**config.mk**
```make
export PLATFORM = sky130hd
export DESIGN_NAME = uart_tx_ctrl_flat
export DESIGN_NICKNAME = d
export VERILOG_FILES = /design/src/rtl/uart_pkg.sv /design/src/rtl/uart_tx_ctrl_if.sv /design/src/rtl/uart_tx_mux.sv /design/src/rtl/uart_tx_ctrl.sv /design/src/flat_wrapper.sv
export SDC_FILE = /design/constraint.sdc
export NUM_CORES = 1
export LEC_CHECK = 0
export CORE_MARGIN = 2
export CORE_UTILIZATION = 40
export CTS_CLUSTER_DIAMETER = 50
export DETAILED_ROUTE_END_ITERATION = 7
export PLACE_DENSITY_LB_ADDON = 0.15
export SLEW_MARGIN = 0
export SYNTH_ARGS = -nofsm -noshare
export SYNTH_HDL_FRONTEND = slang
export SYNTH_SLANG_ARGS = --single-unit
export TNS_END_PERCENT = 20
```
**constraint.sdc**
```tcl
create_clock -name CLK -period 1.5 [get_ports CLK]
set_input_delay 0.3 -clock CLK [delete_from_list [all_inputs] [get_ports CLK]]
set_output_delay 0.3 -clock CLK [all_outputs]
set_load 0.005 [all_outputs]
```
**src/rtl/uart_pkg.sv**
```systemverilog
// Shared types for the UART transmit frame controller.
// Holds FSM state encoding, TX mux selects and parity constants.
package uart_pkg;

    typedef enum logic [2:0] {
        IDLE   = 3'd0,
        START  = 3'd1,
        DATA   = 3'd2,
        PARITY = 3'd3,
        STOP   = 3'd4
    } state_e;

    typedef enum logic [1:0] {
        SEL_START = 2'd0,
        SEL_STOP  = 2'd1,
        SEL_SER   = 2'd2,
        SEL_PAR   = 2'd3
    } sel_e;

    localparam logic PAR_EVEN = 1'b0;
    localparam logic PAR_ODD  = 1'b1;

    // Line select is a pure function of the registered state
    function automatic sel_e sel_of(state_e s);
        sel_e r;
        r = SEL_STOP;
        unique case (s)
            START:   r = SEL_START;
            DATA:    r = SEL_SER;
            PARITY:  r = SEL_PAR;
            default: r = SEL_STOP;
        endcase
        return r;
    endfunction

endpackage

```
**src/rtl/uart_tx_ctrl_if.sv**
```systemverilog
// Byte request, serializer handshake and line outputs of the TX controller.
// The slave modport is the controller; master is the driving side.
interface uart_tx_ctrl_if #(
    parameter int DATA_WIDTH = 8
);
    logic [DATA_WIDTH-1:0] P_DATA;
    logic                  DATA_VALID;
    logic                  PAR_EN;
    logic                  PAR_TYP;
    logic                  ser_done;
    logic                  ser_data;
    logic                  ser_en;
    logic                  TX_OUT;
    logic                  busy;
    logic                  frame_err;

    modport master (
        output P_DATA, DATA_VALID, PAR_EN, PAR_TYP,
        output ser_done, ser_data,
        input  ser_en, TX_OUT, busy, frame_err
    );

    modport slave (
        input  P_DATA, DATA_VALID, PAR_EN, PAR_TYP,
        input  ser_done, ser_data,
        output ser_en, TX_OUT, busy, frame_err
    );
endinterface

```
**src/rtl/uart_tx_mux.sv**
```systemverilog
// Line driver: picks start, stop, serializer data or parity onto TX.
// Select comes only from registered FSM state.
module uart_tx_mux
    import uart_pkg::*;
(
    input  sel_e sel_i,
    input  logic ser_data_i,
    input  logic par_bit_i,
    output logic tx_o
);

    always_comb begin
        tx_o = 1'b1;
        unique case (sel_i)
            SEL_START: tx_o = 1'b0;
            SEL_STOP:  tx_o = 1'b1;
            SEL_SER:   tx_o = ser_data_i;
            SEL_PAR:   tx_o = par_bit_i;
            default:   tx_o = 1'b1;
        endcase
    end

endmodule

```
**src/rtl/uart_tx_ctrl.sv**
```systemverilog
// UART transmit frame controller: sequences the serializer and frames
// each byte with start, optional parity and stop bits.
module uart_tx_ctrl
    import uart_pkg::*;
#(
    parameter int DATA_WIDTH = 8,
    parameter int WDOG_MAX   = DATA_WIDTH + 2
) (
    input logic           CLK,
    input logic           rst,
    uart_tx_ctrl_if.slave tx
);

    localparam int WW = $clog2(WDOG_MAX + 1);
    localparam logic [WW-1:0] WDOG_LAST = WW'(WDOG_MAX - 1);

    state_e                state_q, state_d;
    logic [DATA_WIDTH-1:0] data_q, data_d;
    logic                  par_en_q, par_en_d;
    logic                  par_typ_q, par_typ_d;
    logic                  frame_err_q, frame_err_d;
    logic [WW-1:0]         wdog_q, wdog_d;
    logic                  accept;
    logic                  par_bit;

    always_ff @(posedge CLK or negedge rst) begin
        if (!rst) begin
            state_q     <= IDLE;
            data_q      <= '0;
            par_en_q    <= 1'b0;
            par_typ_q   <= 1'b0;
            frame_err_q <= 1'b0;
            wdog_q      <= '0;
        end else begin
            state_q     <= state_d;
            data_q      <= data_d;
            par_en_q    <= par_en_d;
            par_typ_q   <= par_typ_d;
            frame_err_q <= frame_err_d;
            wdog_q      <= wdog_d;
        end
    end

    always_comb begin
        state_d     = state_q;
        data_d      = data_q;
        par_en_d    = par_en_q;
        par_typ_d   = par_typ_q;
        frame_err_d = 1'b0;
        wdog_d      = wdog_q;
        accept      = tx.DATA_VALID
                    && (state_q == IDLE || state_q == STOP);

        if (accept) begin
            data_d    = tx.P_DATA;
            par_en_d  = tx.PAR_EN;
            par_typ_d = tx.PAR_TYP;
            wdog_d    = '0;
        end

        unique case (state_q)
            IDLE: begin
                if (tx.DATA_VALID) state_d = START;
            end
            START: begin
                state_d = DATA;
            end
            DATA: begin
                wdog_d = wdog_q + 1'b1;
                if (tx.ser_done) begin
                    state_d = par_en_q ? PARITY : STOP;
                end else if (wdog_q == WDOG_LAST) begin
                    // Serializer stalled: drop the frame
                    state_d     = IDLE;
                    frame_err_d = 1'b1;
                end
            end
            PARITY: begin
                state_d = STOP;
            end
            STOP: begin
                state_d = tx.DATA_VALID ? START : IDLE;
            end
            default: begin
                state_d = IDLE;
            end
        endcase
    end

    assign par_bit      = ^data_q ^ par_typ_q;
    assign tx.ser_en    = (state_q == START) || (state_q == DATA);
    assign tx.busy      = (state_q != IDLE);
    assign tx.frame_err = frame_err_q;

    uart_tx_mux u_mux (
        .sel_i      (sel_of(state_q)),
        .ser_data_i (tx.ser_data),
        .par_bit_i  (par_bit),
        .tx_o       (tx.TX_OUT)
    );

endmodule

```
**src/flat_wrapper.sv**
```systemverilog
// flat-port wrapper written by rule: the top's interface ports become plain ports
module uart_tx_ctrl_flat import uart_pkg::*;
#(
    parameter int DATA_WIDTH = 8,
    parameter int WDOG_MAX   = DATA_WIDTH + 2
)
  (CLK, rst, tx_P_DATA, tx_DATA_VALID, tx_PAR_EN, tx_PAR_TYP, tx_ser_done, tx_ser_data, tx_ser_en, tx_TX_OUT, tx_busy, tx_frame_err);
  uart_tx_ctrl_if #(.DATA_WIDTH(DATA_WIDTH)) tx_i ();
  input logic CLK;
  input logic rst;
  input wire logic [$bits(tx_i.P_DATA)-1:0] tx_P_DATA;
  input wire logic [$bits(tx_i.DATA_VALID)-1:0] tx_DATA_VALID;
  input wire logic [$bits(tx_i.PAR_EN)-1:0] tx_PAR_EN;
  input wire logic [$bits(tx_i.PAR_TYP)-1:0] tx_PAR_TYP;
  input wire logic [$bits(tx_i.ser_done)-1:0] tx_ser_done;
  input wire logic [$bits(tx_i.ser_data)-1:0] tx_ser_data;
  output wire logic [$bits(tx_i.ser_en)-1:0] tx_ser_en;
  output wire logic [$bits(tx_i.TX_OUT)-1:0] tx_TX_OUT;
  output wire logic [$bits(tx_i.busy)-1:0] tx_busy;
  output wire logic [$bits(tx_i.frame_err)-1:0] tx_frame_err;
  assign tx_i.P_DATA = tx_P_DATA;
  assign tx_i.DATA_VALID = tx_DATA_VALID;
  assign tx_i.PAR_EN = tx_PAR_EN;
  assign tx_i.PAR_TYP = tx_PAR_TYP;
  assign tx_i.ser_done = tx_ser_done;
  assign tx_i.ser_data = tx_ser_data;
  assign tx_ser_en = tx_i.ser_en;
  assign tx_TX_OUT = tx_i.TX_OUT;
  assign tx_busy = tx_i.busy;
  assign tx_frame_err = tx_i.frame_err;
  uart_tx_ctrl #(.DATA_WIDTH(DATA_WIDTH), .WDOG_MAX(WDOG_MAX)) u_core (.CLK(CLK), .rst(rst), .tx(tx_i));
endmodule
```
==> qor.txt <==
status: finished with violations
failing checks: setup timing
hold crit path type: input port to asynchronous set/reset pin
CTS Buf Count: 3
Die X: 51.3 um
most common cell in the netlist: dfrtp_1
layout cells sized above 1: 31.1%
fill cell count: 209
Switching Fraction: 32.7%
Yosys reg bits: 18
Switch Pwr: 747 uW
slew margin rel.: 85.0%
crit path kind: flop to output pin
final worst path period share: 126%
number of global-route vias before repair: 637
worst path cell trace: xor2_1 > xnor3_1 > o211ai_1 > buf_2
Row Count: 17
delay-heaviest family, CP: XOR/XNOR gates
Startpoint Class: flop
leakage power: 0.536 nW
final hold vios: 0
Port-buffer cells: 18
fin crit period: 1.89 ns
register-to-register setup slack: 0.04 ns
Mean Syn Cell Area: 11.6 um^2
final slew viol count: 0
synth unique cells: 23
Power Total: 2.28 mW
Top-Level Pins: 19
post-synthesis sequential area ratio: 50.3%
Comb power frac: 49.4%
largest cells by area after synthesis: dfrtp_1 (50%), mux2_2 (11%), xnor2_1 (2.9%), xor2_1 (2.9%), a21oi_1 (2.8%)
DR vias/cell: 4.76
DRT Pass-1 Iters: 4
worst vdd ir: 1.24 mV
clock share of power: 12.5%
Synth Cell Area: 896 um^2
number of synthesized flops with an enable pin: 0
All-Layer GR Usage: 14.0%
Max Clock Freq: 529 MHz
dpl hpwl: 1190 um
Die Ht: 51.3 um
CTS Buffer Depth: 2
area delta synth->final: 35.3%
# nets final: 124
H-tree levels: 1
area fraction of the dominant cell type after synthesis: 50.3%
die area: 2630 um^2
post-cts hold buffer count: 0
Pwr per Cell Area: 1880 nW/um^2
Core ar.: 2170 um^2
Final Routed Wirelength: 1580 um
setup violators final: 3
clock root cell: clkbuf_4
pin count of the biggest net entering global routing: 19
clk sinks: 18
Buf/Inv on CP: 1
power share of the sequential group: 38.1%
antenna-violating nets left: 0
area leader, netlist: dfrtp_1
Post-Synthesis Cells: 77
Initial DRC Count: 7
Main synth FF type: dfrtp_1
RSZ-0062 raised after global routing: yes
setup_tns: -0.500 ns
diode count: 0
CP max stage delay: 0.42 ns
Int Power: 1.54 mW
Non-Filler Instances: 134
CP max FO: 2
worst skew pair latency: 0.28 ns
clk_skew: 0.00254 ns
Post-synth top cells: dfrtp_1 (18), mux2_2 (9), a21oi_1 (5), nand2_1 (5)
DRC: 0
final worst slack: -0.391 ns
CTS tree: yes
CP arrival: 1.59 ns
Worst path slowest cell: xnor3_1
initial antenna violation count: 0
vias post-DR: 638
clock-pin slew on the worst setup and hold paths: 0.10 ns
placed insts: 128
initial core utilization: 41.3%
YS warnings: 0
WP data required: 1.20 ns
first-pass GRT wire length: 2700 um
Post-Synthesis Net Count: 94
routability congestion estimate: 0.769
crit end category: output pin
global route total overflow: 0
Post-synth ARST share: 100%
measured slew at the worst slew-check pin: 0.225 ns
Avg WL per Cell: 11.8 um
max-cap viol count: 0
==> final timing paths <==
| check | to | cells past startpoint | startpoint |
|---|---|---|---|
| min | u_core.data_q[7]$_DFFE_PN0P_ | 2 | rst |
| max reg2reg | u_core.wdog_q[2]$_DFFE_PN0P_ | 6 | u_core.state_q[1]$_DFFE_PN0P_ |
| max in group asynchronous | u_core.state_q[1]$_DFFE_PN0P_ | 2 | rst |
| max | tx_TX_OUT | 4 | u_core.data_q[2]$_DFFE_PN0P_ |
| min reg2reg | u_core.data_q[2]$_DFFE_PN0P_ | 1 | u_core.data_q[2]$_DFFE_PN0P_ |
| min in group CLK | u_core.data_q[2]$_DFFE_PN0P_ | 1 | u_core.data_q[2]$_DFFE_PN0P_ |
==> cell type report <==
class / count / area, um^2 / share of cell area [%]
sequential: 18 / 453 / 37.4
multi-input combinational: 53 / 427 / 35.2
timing repair buffer: 28 / 250 / 20.6
clock buffer: 4 / 36.3 / 2.99
tap: 28 / 35.0 / 2.89
inverter: 3 / 11.3 / 0.929
==> stage by stage <==
| stage | hold WS [ns] | setup slack, ns | cell area [um^2] | util, % |
|---|---|---|---|---|
| detailed placement | 0.518 | -0.502 | 1140 | 52.8 |
| global placement | 0.505 | -0.438 | 1140 | 52.8 |
| floorplan | 0.00441 | 0.0857 | 896 | - |
| CTS | 0.335 | -0.481 | 1190 | 54.7 |
| global route | 0.354 | -0.527 | 1210 | 55.9 |
| finish | 0.340 | -0.391 | 1210 | 55.9 |
==> layer usage <==
| metal | vias to the layer above | GRT usage (%) | part of all wire, % |
|---|---|---|---|
| met3 | 2 | 2.63 | 4.0 |
| li1 | 323 | - | - |
| met4 | 0 | 5.26 | 0.76 |
| met5 | - | 0 | 0 |
| met2 | 13 | 22.5 | 47 |
| met1 | 300 | 18.7 | 48 |
==> cell usage in the layout, fill, tap and decap left out, drive strengths merged, types with 4 or more instances in the layout <==
master / instances
clkbuf: 5
nand2: 5
clkdlybuf4s50: 15
mux2: 9
nor2: 4
nand3: 4
a21oi: 6
o21ai: 4
dfrtp: 18
buf: 11
==> power groups by stage <==
stage / clock (mW) / sequential, mW / combinational, mW
after global routing: 0.329 / 0.905 / 1.25
after detailed placement: 0 / 0.861 / 1.10
after floorplan: 0 / 0.817 / 0.788
final: 0.285 / 0.870 / 1.13
after CTS: 0.301 / 0.865 / 1.08
after global placement: 0 / 0.850 / 1.07
==> cell families after synthesis <==
logic type / count (synthesis) / synth area share [%]
and+or+nand+nor: 22 / 14.5
buffers and inverters: 6 / 4.19
xor gates and xnor gates: 7 / 8.38
AOI/OAI and AO/OA: 13 / 8.52
DFF: 18 / 50.3
muxes: 9 / 11.3
adders and majority gates: 2 / 2.79
==> flip-flops by register name (all words and copies together) (netlist names) <==
| signal | cells |
|---|---|
| u_core.data_q | 8 |
| u_core.par_en_q | 1 |
| u_core.par_typ_q | 1 |
| u_core.state_q | 3 |
| u_core.tx.frame_err | 1 |
| u_core.wdog_q | 4 |
==> timing repair <==
item,4_1_cts,5_1_grt
setup endpoints to repair,4,11
pin swaps,3,2
setup buffers,0,2
gates resized for setup,11,5
==> worst reg2reg max path, delay by kind of cell, from the launching register on <==
| kind | cells | cell delay, ns |
|---|---|---|
| flip-flops | 1 | 0.46 |
| AO/OA/AOI/OAI | 3 | 0.36 |
| buffers and inverters | 2 | 0.34 |
| AND/OR/NAND/NOR | 1 | 0.21 |
Note: power is estimated with default switching activity, not from simulation.
